## src/rtl/mmio_pkg.sv

```systemverilog
// mmio_pkg: shared IO-region constants for the mmio bus bridge
package mmio_pkg;
  localparam logic [3:0] IO_BASE = 4'hF;
  localparam logic [2:0] OFF_LED = 3'd0;
  localparam logic [2:0] OFF_TX = 3'd1;
  localparam logic [2:0] OFF_STAT = 3'd2;
  localparam logic [2:0] OFF_TMR = 3'd3;
  localparam logic [2:0] OFF_CMP = 3'd4;
  localparam int ST_EMPTY = 0;
  localparam int ST_FULL = 1;
  localparam int ST_OVF = 2;
  localparam int ST_IRQ = 3;
  localparam logic [31:0] CMP_RST = 32'hFFFF_FFFF;
endpackage

```

## src/rtl/mmio_bus_bridge_if.sv

```systemverilog
// mmio_bus_bridge_if: CPU data bus, RAM port and TX byte stream of the bridge
interface mmio_bus_bridge_if #(parameter int RAM_AW = 10);
  logic MemW;
  logic [31:0] Addr_in;
  logic [31:0] Data_in;
  logic [31:0] Data_out;
  logic ram_we;
  logic [RAM_AW-1:0] ram_addr;
  logic [31:0] ram_din;
  logic [31:0] ram_dout;
  logic [7:0] tx_data;
  logic tx_valid;
  logic tx_ready;
  modport master(output MemW, Addr_in, Data_in, ram_dout, tx_ready,
                 input Data_out, ram_we, ram_addr, ram_din, tx_data, tx_valid);
  modport slave(input MemW, Addr_in, Data_in, ram_dout, tx_ready,
                output Data_out, ram_we, ram_addr, ram_din, tx_data, tx_valid);
endinterface

```

## src/rtl/mmio_tx_fifo.sv

```systemverilog
// mmio_tx_fifo: show-ahead byte FIFO; caller guarantees no push while full without pop
module mmio_tx_fifo #(
  parameter int DEPTH = 8,
  parameter int W = 8
) (
  input  logic clk,
  input  logic reset,
  input  logic push,
  input  logic pop,
  input  logic [W-1:0] din,
  output logic [W-1:0] head,
  output logic empty,
  output logic full
);
  localparam int AW = $clog2(DEPTH);
  logic [W-1:0] mem [DEPTH];
  logic [AW-1:0] wp, rp;
  logic [AW:0] cnt;
  logic do_pop;
  assign do_pop = pop & ~empty;
  assign empty = cnt == '0;
  assign full = cnt == (AW+1)'(DEPTH);
  assign head = mem[rp];
  always_ff @(posedge clk)
    if (push) mem[wp] <= din;
  always_ff @(posedge clk or posedge reset)
    if (reset) begin
      wp <= '0;
      rp <= '0;
      cnt <= '0;
    end else begin
      wp <= wp + AW'(push);
      rp <= rp + AW'(do_pop);
      cnt <= cnt + (AW+1)'(push) - (AW+1)'(do_pop);
    end
endmodule

```

## src/rtl/mmio_bus_bridge.sv

```systemverilog
// mmio_bus_bridge: steers CPU data accesses to RAM or IO registers (LED, TX FIFO, STATUS)
// Optional timer/compare/irq block enabled by defining MMIO_TIMER_EN.
module mmio_bus_bridge import mmio_pkg::*; #(
  parameter int FIFO_DEPTH = 8,
  parameter int RAM_AW = 10,
  parameter logic [3:0] IO_BASE = mmio_pkg::IO_BASE
) (
  input  logic clk,
  input  logic reset,
  mmio_bus_bridge_if.slave bus,
  output logic [15:0] led_out,
  output logic irq
);
  logic io_sel, we, pop, push, full, empty, ovf, unused;
  logic [2:0] off;
  logic [31:0] io_rdata, status, tmr_q, cmp_q;
  logic irq_q;
  assign io_sel = bus.Addr_in[31:28] == IO_BASE;
  assign off = bus.Addr_in[4:2];
  assign we = bus.MemW & io_sel;
  assign pop = bus.tx_valid & bus.tx_ready;
  // a pop in the same cycle frees the slot, so a push into a full FIFO still lands
  assign push = we & off == OFF_TX & (~full | pop);
  assign bus.tx_valid = ~empty;
  assign bus.ram_we = bus.MemW & ~io_sel;
  assign bus.ram_addr = bus.Addr_in[RAM_AW+1:2];
  assign bus.ram_din = bus.Data_in;
  assign status = {28'b0, irq_q, ovf, full, empty};
  assign irq = irq_q;
  assign unused = ^{bus.Addr_in[27:RAM_AW+2], bus.Addr_in[1:0]};
  always_comb
    io_rdata = off == OFF_LED  ? {16'b0, led_out} :
               off == OFF_STAT ? status :
               off == OFF_TMR  ? tmr_q :
               off == OFF_CMP  ? cmp_q : '0;
  assign bus.Data_out = io_sel ? io_rdata : bus.ram_dout;
  mmio_tx_fifo #(.DEPTH(FIFO_DEPTH), .W(8)) u_fifo (
    .clk(clk),
    .reset(reset),
    .push(push),
    .pop(pop),
    .din(bus.Data_in[7:0]),
    .head(bus.tx_data),
    .empty(empty),
    .full(full)
  );
  always_ff @(posedge clk or posedge reset)
    if (reset) begin
      led_out <= '0;
      ovf <= 1'b0;
    end else begin
      if (we & off == OFF_LED) led_out <= bus.Data_in[15:0];
      ovf <= (we & off == OFF_TX & full & ~pop) |
             (ovf & ~(we & off == OFF_STAT & bus.Data_in[ST_OVF]));
    end
`ifdef MMIO_TIMER_EN
  always_ff @(posedge clk or posedge reset)
    if (reset) begin
      tmr_q <= '0;
      cmp_q <= CMP_RST;
      irq_q <= 1'b0;
    end else begin
      tmr_q <= we & off == OFF_TMR ? bus.Data_in : tmr_q + 32'd1;
      cmp_q <= we & off == OFF_CMP ? bus.Data_in : cmp_q;
      irq_q <= (tmr_q == cmp_q) | (irq_q & ~(we & off == OFF_STAT & bus.Data_in[ST_IRQ]));
    end
`else
  assign tmr_q = '0;
  assign cmp_q = '0;
  assign irq_q = 1'b0;
`endif
endmodule

```

## src/flat_wrapper.sv

```systemverilog
// flat-port wrapper written by rule: the top's interface ports become plain ports
module mmio_bus_bridge_flat import mmio_pkg::*;
#(
  parameter int FIFO_DEPTH = 8,
  parameter int RAM_AW = 10,
  parameter logic [3:0] IO_BASE = mmio_pkg::IO_BASE
)
  (clk, reset, led_out, irq, bus_MemW, bus_Addr_in, bus_Data_in, bus_ram_dout, bus_tx_ready, bus_Data_out, bus_ram_we, bus_ram_addr, bus_ram_din, bus_tx_data, bus_tx_valid);
  mmio_bus_bridge_if #(.RAM_AW(RAM_AW)) bus_i ();
  input  logic clk;
  input  logic reset;
  output logic [15:0] led_out;
  output logic irq;
  input wire logic [$bits(bus_i.MemW)-1:0] bus_MemW;
  input wire logic [$bits(bus_i.Addr_in)-1:0] bus_Addr_in;
  input wire logic [$bits(bus_i.Data_in)-1:0] bus_Data_in;
  input wire logic [$bits(bus_i.ram_dout)-1:0] bus_ram_dout;
  input wire logic [$bits(bus_i.tx_ready)-1:0] bus_tx_ready;
  output wire logic [$bits(bus_i.Data_out)-1:0] bus_Data_out;
  output wire logic [$bits(bus_i.ram_we)-1:0] bus_ram_we;
  output wire logic [$bits(bus_i.ram_addr)-1:0] bus_ram_addr;
  output wire logic [$bits(bus_i.ram_din)-1:0] bus_ram_din;
  output wire logic [$bits(bus_i.tx_data)-1:0] bus_tx_data;
  output wire logic [$bits(bus_i.tx_valid)-1:0] bus_tx_valid;
  assign bus_i.MemW = bus_MemW;
  assign bus_i.Addr_in = bus_Addr_in;
  assign bus_i.Data_in = bus_Data_in;
  assign bus_i.ram_dout = bus_ram_dout;
  assign bus_i.tx_ready = bus_tx_ready;
  assign bus_Data_out = bus_i.Data_out;
  assign bus_ram_we = bus_i.ram_we;
  assign bus_ram_addr = bus_i.ram_addr;
  assign bus_ram_din = bus_i.ram_din;
  assign bus_tx_data = bus_i.tx_data;
  assign bus_tx_valid = bus_i.tx_valid;
  mmio_bus_bridge #(.FIFO_DEPTH(FIFO_DEPTH), .RAM_AW(RAM_AW), .IO_BASE(IO_BASE)) u_core (.clk(clk), .reset(reset), .bus(bus_i), .led_out(led_out), .irq(irq));
endmodule
```

## config.mk

```make
export PLATFORM = sky130hd
export DESIGN_NAME = mmio_bus_bridge_flat
export DESIGN_NICKNAME = d
export VERILOG_FILES = /design/src/rtl/mmio_pkg.sv /design/src/rtl/mmio_bus_bridge_if.sv /design/src/rtl/mmio_tx_fifo.sv /design/src/rtl/mmio_bus_bridge.sv /design/src/flat_wrapper.sv
export SDC_FILE = /design/constraint.sdc
export NUM_CORES = 1
export LEC_CHECK = 0
export ABC_CLOCK_PERIOD_IN_PS = 3600
export BUFFER_PORTS_ARGS = -buffer_cell sky130_fd_sc_hd__buf_2
export CORE_MARGIN = 1
export CORE_UTILIZATION = 30
export DETAILED_ROUTE_END_ITERATION = 8
export GPL_TIMING_DRIVEN = 0
export SYNTH_ARGS = -nofsm -noshare
export SYNTH_HDL_FRONTEND = slang
export SYNTH_SLANG_ARGS = --single-unit
```

## constraint.sdc

```tcl
create_clock -name clk -period 3.6 [get_ports clk]
set_clock_uncertainty 0.1 [all_clocks]
set_input_delay 0.54 -clock clk [delete_from_list [all_inputs] [get_ports clk]]
set_output_delay 0.54 -clock clk [all_outputs]
set_load 0.005 [all_outputs]
```

==> impl_metrics.tcl, run 1 <==
set metrics [dict create \
    outcome "finished, final reports clean" \
    seq_power_share_pct 39.8 \
    fin_nets 563 \
    synth_top_cells_by_count "edfxtp_1 (64), buf_4 (43), dfrtp_1 (27), mux2_2 (24), and2_1 (17)" \
    reg2reg_slack_ns 0.75 \
    dieArea_sq_um 15000 \
    syn_nets 394 \
    r2r-end "u_core.u_fifo.mem[3][0]$_DFFE_PP_" \
    routed-via-count 2864 \
    synth_compound_area_share_pct 3.78 \
    pre_cts_ws_ns 0.294 \
    worstSetupPathType "reg -> out" \
    slew_violations 0 \
    synthMuxAreaShare_pct 15.1 \
    end_kind "primary output" \
    rsz0062_at_grt "false" \
    syn_avg_cell_area_sq_um 15.4 \
    drive_above_1_share_pct 58.4 \
    cts-htree-levels 3 \
    gp_congestion 0.743 \
    grt_pass1_vias 2799 \
    crit_path_max_fanout 10 \
    synth.largest_area_cell "edfxtp_1" \
    die_w_um 123 \
    relSlewSlack_pct 14.9 \
    cts_tree "yes" \
    postCtsResizedCells 0 \
    holdPathStages 2 \
    cts.sinks 91 \
    synth_top_family_by_area "multiplexers" \
    clkLatencyLatePin_ns 0.33 \
    p_int_mw 2.27 \
    holdPathEnd "u_core.led_out[11]$_DFFE_PP0P_" \
    core-area_sq_um 14000 \
    synth-simple-area-share_pct 7.51 \
    io_buffers 157 \
    synthArstFlopShare_pct 29.7 \
    required_ns 2.96 \
    start_util_pct 31.1 \
    hp-start "bus_Data_in[11]" \
    path_clk_slew_ns 0.07 \
    synth_ff_type "edfxtp_1" \
    post_cts_buffers 0 \
    grt_pass1_wl_mm 15.2 \
    placed_area_sq_um 5390 \
    clockBufferDepth 2 \
    stdcell_count 637 \
    yosysMostFrequentCell "edfxtp_1" \
    min_path_type "in -> reg" \
    netlist_area_sq_um 4370 \
    grt-ovfl-total 0 \
    syn_to_final_growth_pct 30.8 \
    fin_ws_ns 0.498 \
    power.share.clock_pct 32.7 \
    ir_drop_mv 0.322 \
    ant_nets 0 \
    cap_viol_max_count 0 \
    synth_top_area_share_pct 44.0 \
    power_switching_share_pct 26.8 \
    ys_seq_area_share_pct 59.5 \
    power.switching_mw 0.830 \
    ioPinCount 201 \
    cts_root_buf "clkbuf_16" \
    ys_seq_elements 91 \
    dr.pass1.iters 4 \
    cp.arrival_ns 2.46 \
    synth_top_cells_by_area "edfxtp_1 (44%), dfrtp_1 (15%), mux4_2 (8.3%)" \
    start_kind "flop" \
    clock.fmax_mhz 322 \
    final-hold-violation-count 0 \
    die_h_um 123 \
    synth_cell_types 40 \
    routed_wl_mm 10.2 \
    fin_area_sq_um 5710 \
    combinationalPowerShare_pct 27.5 \
    floorplan.rows 43 \
    synthXorXnorAreaFrac_pct 0.802 \
    min_period_ns 3.10 \
    fin_crit_sh_pct 86.2 \
    cts_buffers 9 \
    hpwl_mm 7.64 \
    grt_max_degree 28 \
    first_iter_violations 106 \
    setup_viol 0 \
    grtUsageTotal_pct 13.9 \
    p_leak_nw 2.53 \
    antenna_found_initial 0 \
    via_per_inst 4.50 \
    diodes 0 \
    drc 0 \
    post_drt_wl_per_cell_um 16.0 \
    synthAdderAreaFrac_pct 3.32 \
    holdBufCountCts 0 \
    p_per_area_nw_per_um2 543 \
    syn_inst 283 \
    dp_cells 621 \
    reg2reg_from "u_core.u_fifo.cnt[2]$_DFF_PP0_" \
    synth_edf_count 64 \
    yosys_warnings 0 \
    worst_slew_pin_slew_ns 1.27 \
    ff2ff_path_depth 6 \
]
-- stage by stage --
stage | util [%] | power [mW] | hold slack (ns) | TNS (ns)
6_report | 40.7 | 3.10 | 0.349 | 0
5_1_grt | 40.7 | 3.27 | 0.344 | 0
4_1_cts | 40.7 | 3.15 | 0.339 | 0
3_5_place_dp | 38.4 | 2.13 | 0.398 | 0
3_3_place_gp | 38.3 | 2.11 | 0.383 | -0.761
2_1_floorplan | - | 1.82 | 0.356 | 0
-- placed cells by master (no fill, tap or decap), drive strengths merged, types with 2 or more instances in the layout --
| cell | Yosys | final |
|---|---|---|
| nor3b | 2 | 2 |
| edfxtp | 64 | 64 |
| ha | 10 | 10 |
| and2 | 17 | 17 |
| bufinv | 0 | 2 |
| inv | 11 | 14 |
| nor3 | 2 | 2 |
| buf | 48 | 206 |
| o21ai | 2 | 2 |
| mux2 | 24 | 24 |
| or3 | 2 | 2 |
| xor2 | 3 | 3 |
| nand2 | 5 | 5 |
| clkinv | 0 | 2 |
| nor2 | 3 | 3 |
| nand3 | 3 | 3 |
| nor4bb | 2 | 2 |
| mux2i | 3 | 3 |
| clkbuf | 8 | 17 |
| nor4b | 3 | 3 |
| a22o | 13 | 13 |
| dfrtp | 27 | 27 |
| mux4 | 16 | 16 |
-- registers in the layout, summed over array words and instances, names as in the netlist --
signal             count
u_core.u_fifo.mem     64
u_core.led_out        16
u_core.u_fifo.cnt      4
u_core.u_fifo.rp       3
u_core.u_fifo.wp       3
u_core.ovf             1
-- layout make-up --
type | count | area [sq um]
Timing Repair Buffer | 158 | 793
Multi-Input combinational cell | 125 | 1340
Buffer | 56 | 390
Sequential cell | 91 | 2600
Clock inverter | 7 | 96.3
Tap cell | 180 | 225
Inverter | 11 | 41.3
Clock buffer | 9 | 225
Fill cell | 1362 | 8330
-- power by group through the flow --
stage / Sequential [mW] / Combinational [mW] / Clock (mW)
detailed placement: 1.26 / 0.877 / 0
floorplan: 1.25 / 0.571 / 0
CTS: 1.24 / 0.883 / 1.03
global placement: 1.25 / 0.859 / 0
global route: 1.24 / 0.956 / 1.08
finish: 1.23 / 0.851 / 1.01
-- worst max-delay path, cell delays in order (launching register included) --
cell,delay [ns]
dfrtp_1,0.35
clkbuf_1,0.35
clkbuf_1,0.59
mux4_2,0.42
mux2_2,0.29
buf_2,0.13
-- layer usage --
| layer | up-vias | global-route usage, % | routed length, um |
|---|---|---|---|
| met4 | 0 | 4.57 | 126 |
| met2 | 121 | 23.4 | 5150 |
| met5 | - | 0 | 0 |
| met3 | 10 | 3.21 | 576 |
| met1 | 1386 | 17.4 | 4320 |
| li1 | 1347 | - | - |
-- worst max-delay path by stage --
stage,start,endpoint,slack (ns),cells past startpoint
global route,u_core.u_fifo.rp[1]$_DFF_PP0_,bus_tx_data[7],0.33,5
finish,u_core.u_fifo.rp[1]$_DFF_PP0_,bus_tx_data[2],0.50,5
CTS,u_core.u_fifo.rp[1]$_DFF_PP0_,bus_tx_data[2],0.43,5
floorplan,bus_Addr_in[3],u_core.u_fifo.mem[0][0]$_DFFE_PP_,0.71,5
detailed placement,bus_Addr_in[30],u_core.u_fifo.mem[3][6]$_DFFE_PP_,0.29,5
global placement,bus_Addr_in[30],u_core.u_fifo.mem[0][6]$_DFFE_PP_,-0.1,5
-- cell families (layout without fill, tap and decap cells) --
family,Yosys count,in the layout
flops,91,91
mux,43,43
other cells,1,1
simple gates,46,46
xor+xnor,4,4
compound gates,20,20
fa+ha+maj,11,11
buf+inv,67,241
Note: power is estimated with default switching activity, not from simulation.
==> run 2, diff against run 1 <==
- CAP_MARGIN: unset -> 20
- CORE_MARGIN: 1 -> 1.5
- PLACE_DENSITY: unset -> 0.53
==> impl_metrics.tcl, run 2 (synthesis results as in run 1) <==
set metrics [dict create \
    post_cts_buffers 0 \
    clkLatencyLatePin_ns 0.33 \
    postCtsResizedCells 0 \
    use_met1_pct 16.5 \
    cp_common_cell "clkbuf_1" \
    path_clk_slew_ns 0.07 \
    fin_crit_sh_pct 87.0 \
    die_w_um 124 \
    final-hold-violation-count 0 \
    clock.fmax_mhz 319 \
    fin_area_sq_um 5780 \
    cts_tree "yes" \
    hpwl_mm 7.38 \
    min_path_type "in -> async" \
    rsz0062_at_grt "false" \
    p_leak_nw 2.55 \
    holdBufCountCts 0 \
    met3_usage_pct 2.88 \
    start_util_pct 31.1 \
    slowest_stage "clkbuf_1" \
    required_ns 2.96 \
    gp_congestion 0.718 \
    dr.pass1.iters 4 \
    regMostFlops "u_core.u_fifo.mem" \
    fin_hold_ws_ns 0.0415 \
    crit_chain "clkbuf_1 -> clkbuf_1 -> mux4_2 -> mux2_2 -> buf_2" \
    fin_setup_tns_ns 0 \
    cts.sinks 91 \
    floorplan.rows 43 \
    ant_nets 0 \
    grt-ovfl-total 0 \
    placed_area_sq_um 5400 \
    ff2ff_path_depth 11 \
    grt.met2_usage_pct 22.6 \
    slew_violations 0 \
    reg2reg_from "u_core.u_fifo.cnt[2]$_DFF_PP0_" \
    io_buffers 157 \
    syn_to_final_growth_pct 32.3 \
    largest_reg_flops 64 \
    diodes 0 \
    worstSetupPathType "reg -> out" \
    die_h_um 124 \
    p_per_area_nw_per_um2 543 \
    outcome "finished, final reports clean" \
    grtUsageTotal_pct 13.1 \
    grt_pass1_vias 2776 \
    fin_nets 566 \
    routed_wl_mm 10.0 \
    ioPinCount 201 \
    first_iter_violations 156 \
    reg2reg_slack_ns 0.98 \
    routed-via-count 2849 \
    crit_path_max_fanout 10 \
    power_mw 3.14 \
    final_common_cell "buf_2" \
    cts-htree-levels 3 \
    cp.arrival_ns 2.49 \
    dieArea_sq_um 15300 \
    antenna_found_initial 0 \
    cap_viol_max_count 0 \
    cts_root_buf "clkbuf_16" \
    grt_max_degree 28 \
    max_stage_delay_ns 0.59 \
    r2r-end "u_core.u_fifo.cnt[2]$_DFF_PP0_" \
    worst_slew_pin_slew_ns 0.869 \
    start_kind "flop" \
    setup_viol 0 \
    drive_above_1_share_pct 58.8 \
    reg.largest.list "u_core.u_fifo.mem x64, u_core.led_out x16, u_core.u_fifo.cnt x4" \
    end_kind "primary output" \
    top_usage_layer "met2" \
    core-area_sq_um 14000 \
    post-route-util_pct 41.1 \
    post_drt_wl_per_cell_um 15.7 \
    grt_pass1_wl_mm 14.6 \
    drc 0 \
    cts_buffers 9 \
    via_per_inst 4.46 \
    ir_drop_mv 0.247 \
    relSlewSlack_pct 41.7 \
    min_period_ns 3.13 \
    final_cell_mix "buf_2 (160), edfxtp_1 (64), buf_4 (46), dfrtp_1 (27), mux2_2 (24)" \
    clockBufferDepth 2 \
]
## run 2: layout make-up
type	instances	area, sq um
fill	1304	8260
clock buffer	9	225
tap	180	225
multi-input combinational	125	1350
timing repair buffer	161	836
buffer	56	390
inverter	11	41.3
sequential	91	2600
clock inverter	6	114
## run 2: report_power, final
group	internal [mW]	switching, mW
combinational	0.475	0.375
sequential	1.19	0.0473
clock	0.677	0.380
## run 2: per-layer routing
layer	vias to the layer above	part of all wire (%)
met1	1383	43
met2	110	51
met3	8	5.4
met4	0	1.1
met5	-	0
li1	1348	-
## run 2: stage by stage
step,worst slack (ns),instances
finish,0.469,639
global route,0.319,639
CTS,0.406,637
detailed placement,0.312,622
global placement,-0.433,620
floorplan,0.705,283
## run 2: critical path, delay by kind of cell (launching register included)
kind / cells / cell delay [ns]
flip-flops: 1 / 0.34
multiplexers: 2 / 0.68
buffers and inverters: 3 / 1.13
## run 2: worst max path at each step
stage	start	end	slack (ns)	cells past startpoint
finish	u_core.u_fifo.rp[1]$_DFF_PP0_	bus_tx_data[5]	0.47	5
global placement	bus_Addr_in[28]	u_core.u_fifo.mem[0][5]$_DFFE_PP_	-0.43	5
global route	u_core.u_fifo.rp[1]$_DFF_PP0_	bus_tx_data[7]	0.32	5
CTS	u_core.u_fifo.rp[1]$_DFF_PP0_	bus_tx_data[2]	0.41	5
detailed placement	bus_Addr_in[28]	u_core.u_fifo.mem[4][5]$_DFFE_PP_	0.31	5
floorplan	bus_Addr_in[3]	u_core.u_fifo.mem[0][0]$_DFFE_PP_	0.71	5
==> run 3, diff against run 2 <==
- ABC_CLOCK_PERIOD_IN_PS: 3600 -> 2910
- MAX_ROUTING_LAYER: unset -> met4
- clock period: 3.6 -> 2.91 ns (I/O delays scaled with it)
==> impl_metrics.tcl, run 3 (synthesis results as in run 1) <==
set metrics [dict create \
    dr.pass1.iters 4 \
    regMostFlops "u_core.u_fifo.mem" \
    clkLatencyLatePin_ns 0.33 \
    start_util_pct 31.1 \
    core-area_sq_um 14000 \
    grt_max_degree 28 \
    slew_violations 0 \
    fillers 1303 \
    cts_tree "yes" \
    power.switching_mw 0.988 \
    fin_nets 566 \
    relSlewSlack_pct 41.6 \
    drive_above_1_share_pct 59.0 \
    outcome "finished, final reports clean" \
    syn_to_final_growth_pct 32.6 \
    die_w_um 124 \
    gp_congestion 0.726 \
    post_cts_buffers 0 \
    floorplan.rows 43 \
    ant_nets 0 \
    io_buffers 157 \
    reg.largest.list "u_core.u_fifo.mem x64, u_core.led_out x16, u_core.u_fifo.cnt x4" \
    seq_power_share_pct 39.9 \
    final-hold-violation-count 0 \
    fin_crit_sh_pct 94.0 \
    combinationalPowerShare_pct 26.6 \
    clock.fmax_mhz 366 \
    power_mw 3.88 \
    min_path_type "in -> reg" \
    first_iter_violations 183 \
    ir_drop_mv 0.303 \
    grt_pass1_vias 2776 \
    setup_viol 0 \
    cts_root_buf "clkbuf_16" \
    diodes 0 \
    worstSetupPathType "reg -> out" \
    start_kind "flop" \
    dp_cells 622 \
    crit_path_max_fanout 10 \
    grtUsageTotal_pct 13.5 \
    drc 0 \
    stdcell_count 639 \
    post_drt_wl_per_cell_um 15.7 \
    cts.sinks 91 \
    final_common_cell "buf_2" \
    cp.arrival_ns 2.20 \
    p_leak_nw 2.56 \
    largest_reg_flops 64 \
    hpwl_mm 7.38 \
    ioPinCount 201 \
    antenna_found_initial 0 \
    p_per_area_nw_per_um2 671 \
    min_period_ns 2.73 \
    end_kind "primary output" \
    grt-ovfl-total 0 \
    required_ns 2.37 \
    rsz0062_at_grt "false" \
    cts_buffers 9 \
    path_clk_slew_ns 0.07 \
    final_cell_mix "buf_2 (159), edfxtp_1 (64), buf_4 (47), dfrtp_1 (27), mux2_2 (24)" \
    cap_viol_max_count 0 \
    routed_wl_mm 10.0 \
    worst_slew_pin_slew_ns 0.871 \
    dieArea_sq_um 15300 \
    power_switching_share_pct 25.4 \
    via_per_inst 4.49 \
    power.share.clock_pct 33.5 \
    clockBufferDepth 2 \
    grt_pass1_wl_mm 14.7 \
    cts-htree-levels 3 \
    die_h_um 124 \
    routed-via-count 2866 \
    p_int_mw 2.89 \
]
==> run 3: changes by cell type in the layout (fill, tap and decap cells not counted), sizes merged <==
cell	before	now
clkbuf	17	16
dlygate4sd3	0	1
==> run 3: worst paths after layout <==
check / from / end / slack [ns] / cells after the start
worst max-delay path: u_core.u_fifo.rp[0]$_DFF_PP0_ / bus_tx_data[5] / 0.18 / 5
worst min-delay path: bus_Data_in[13] / u_core.led_out[13]$_DFFE_PP0P_ / 0.25 / 2
worst max register to register: u_core.u_fifo.cnt[2]$_DFF_PP0_ / u_core.u_fifo.cnt[2]$_DFF_PP0_ / 0.29 / 11
worst min register to register: u_core.u_fifo.rp[0]$_DFF_PP0_ / u_core.u_fifo.rp[0]$_DFF_PP0_ / 0.40 / 1
max in group asynchronous: reset / u_core.u_fifo.rp[2]$_DFF_PP0_ / 1.79 / 4
min in group asynchronous: reset / u_core.led_out[8]$_DFFE_PP0P_ / 0.50 / 3
==> run 3: final cells by class <==
class / instances / area (sq um) / share of cell area (%)
timing repair buffer: 162 / 846 / 14.6
multi-input combinational: 125 / 1350 / 23.3
inverter: 11 / 41.3 / 0.713
tap: 180 / 225 / 3.89
clock buffer: 9 / 225 / 3.89
sequential: 91 / 2600 / 44.9
buffer: 55 / 390 / 6.74
clock inverter: 6 / 114 / 1.97
==> run 3: repair_timing <==
item | CTS | global route
hold buffers | 0 | 1
hold endpoints to repair | 0 | 5
resized for setup | 2 | 0
setup endpoints to repair | 8 | 4
==> run 3: stage by stage <==
stage          TNS (ns)  hold slack, ns  setup slack (ns)  cell area [sq um]  utilization, %
6_report              0           0.253             0.175               5790            41.2
2_1_floorplan         0           0.356             0.119               4370               -
4_1_cts               0           0.240            0.0340               5750            40.9
5_1_grt               0           0.244            0.0246               5790            41.2
3_3_place_gp     -15.89           0.387             -1.02               5380            38.3
3_5_place_dp      -2.49           0.392            -0.275               5400            38.5
==> run 3: routing by layer <==
layer	wire length, um	share of wire (%)	global-route usage, %
met5	0	0	-
met4	88	0.88	3.66
met2	5120	51	22.6
met3	582	5.8	2.70
met1	4240	42	16.7
==> run 3: critical path, stage by stage (launching register included) <==
cell and delay [ns]:
dfrtp_1 0.34, buf_2 0.28, buf_4 0.31, mux4_2 0.54, mux2_2 0.27, buf_2 0.12
==> run 3: power by group through the flow <==
stage	logic [mW]	clock network, mW	registers [mW]
global route	1.17	1.38	1.56
detailed placement	1.08	0	1.55
global placement	1.06	0	1.55
floorplan	0.706	0	1.54
finish	1.03	1.30	1.55
CTS	1.09	1.35	1.53
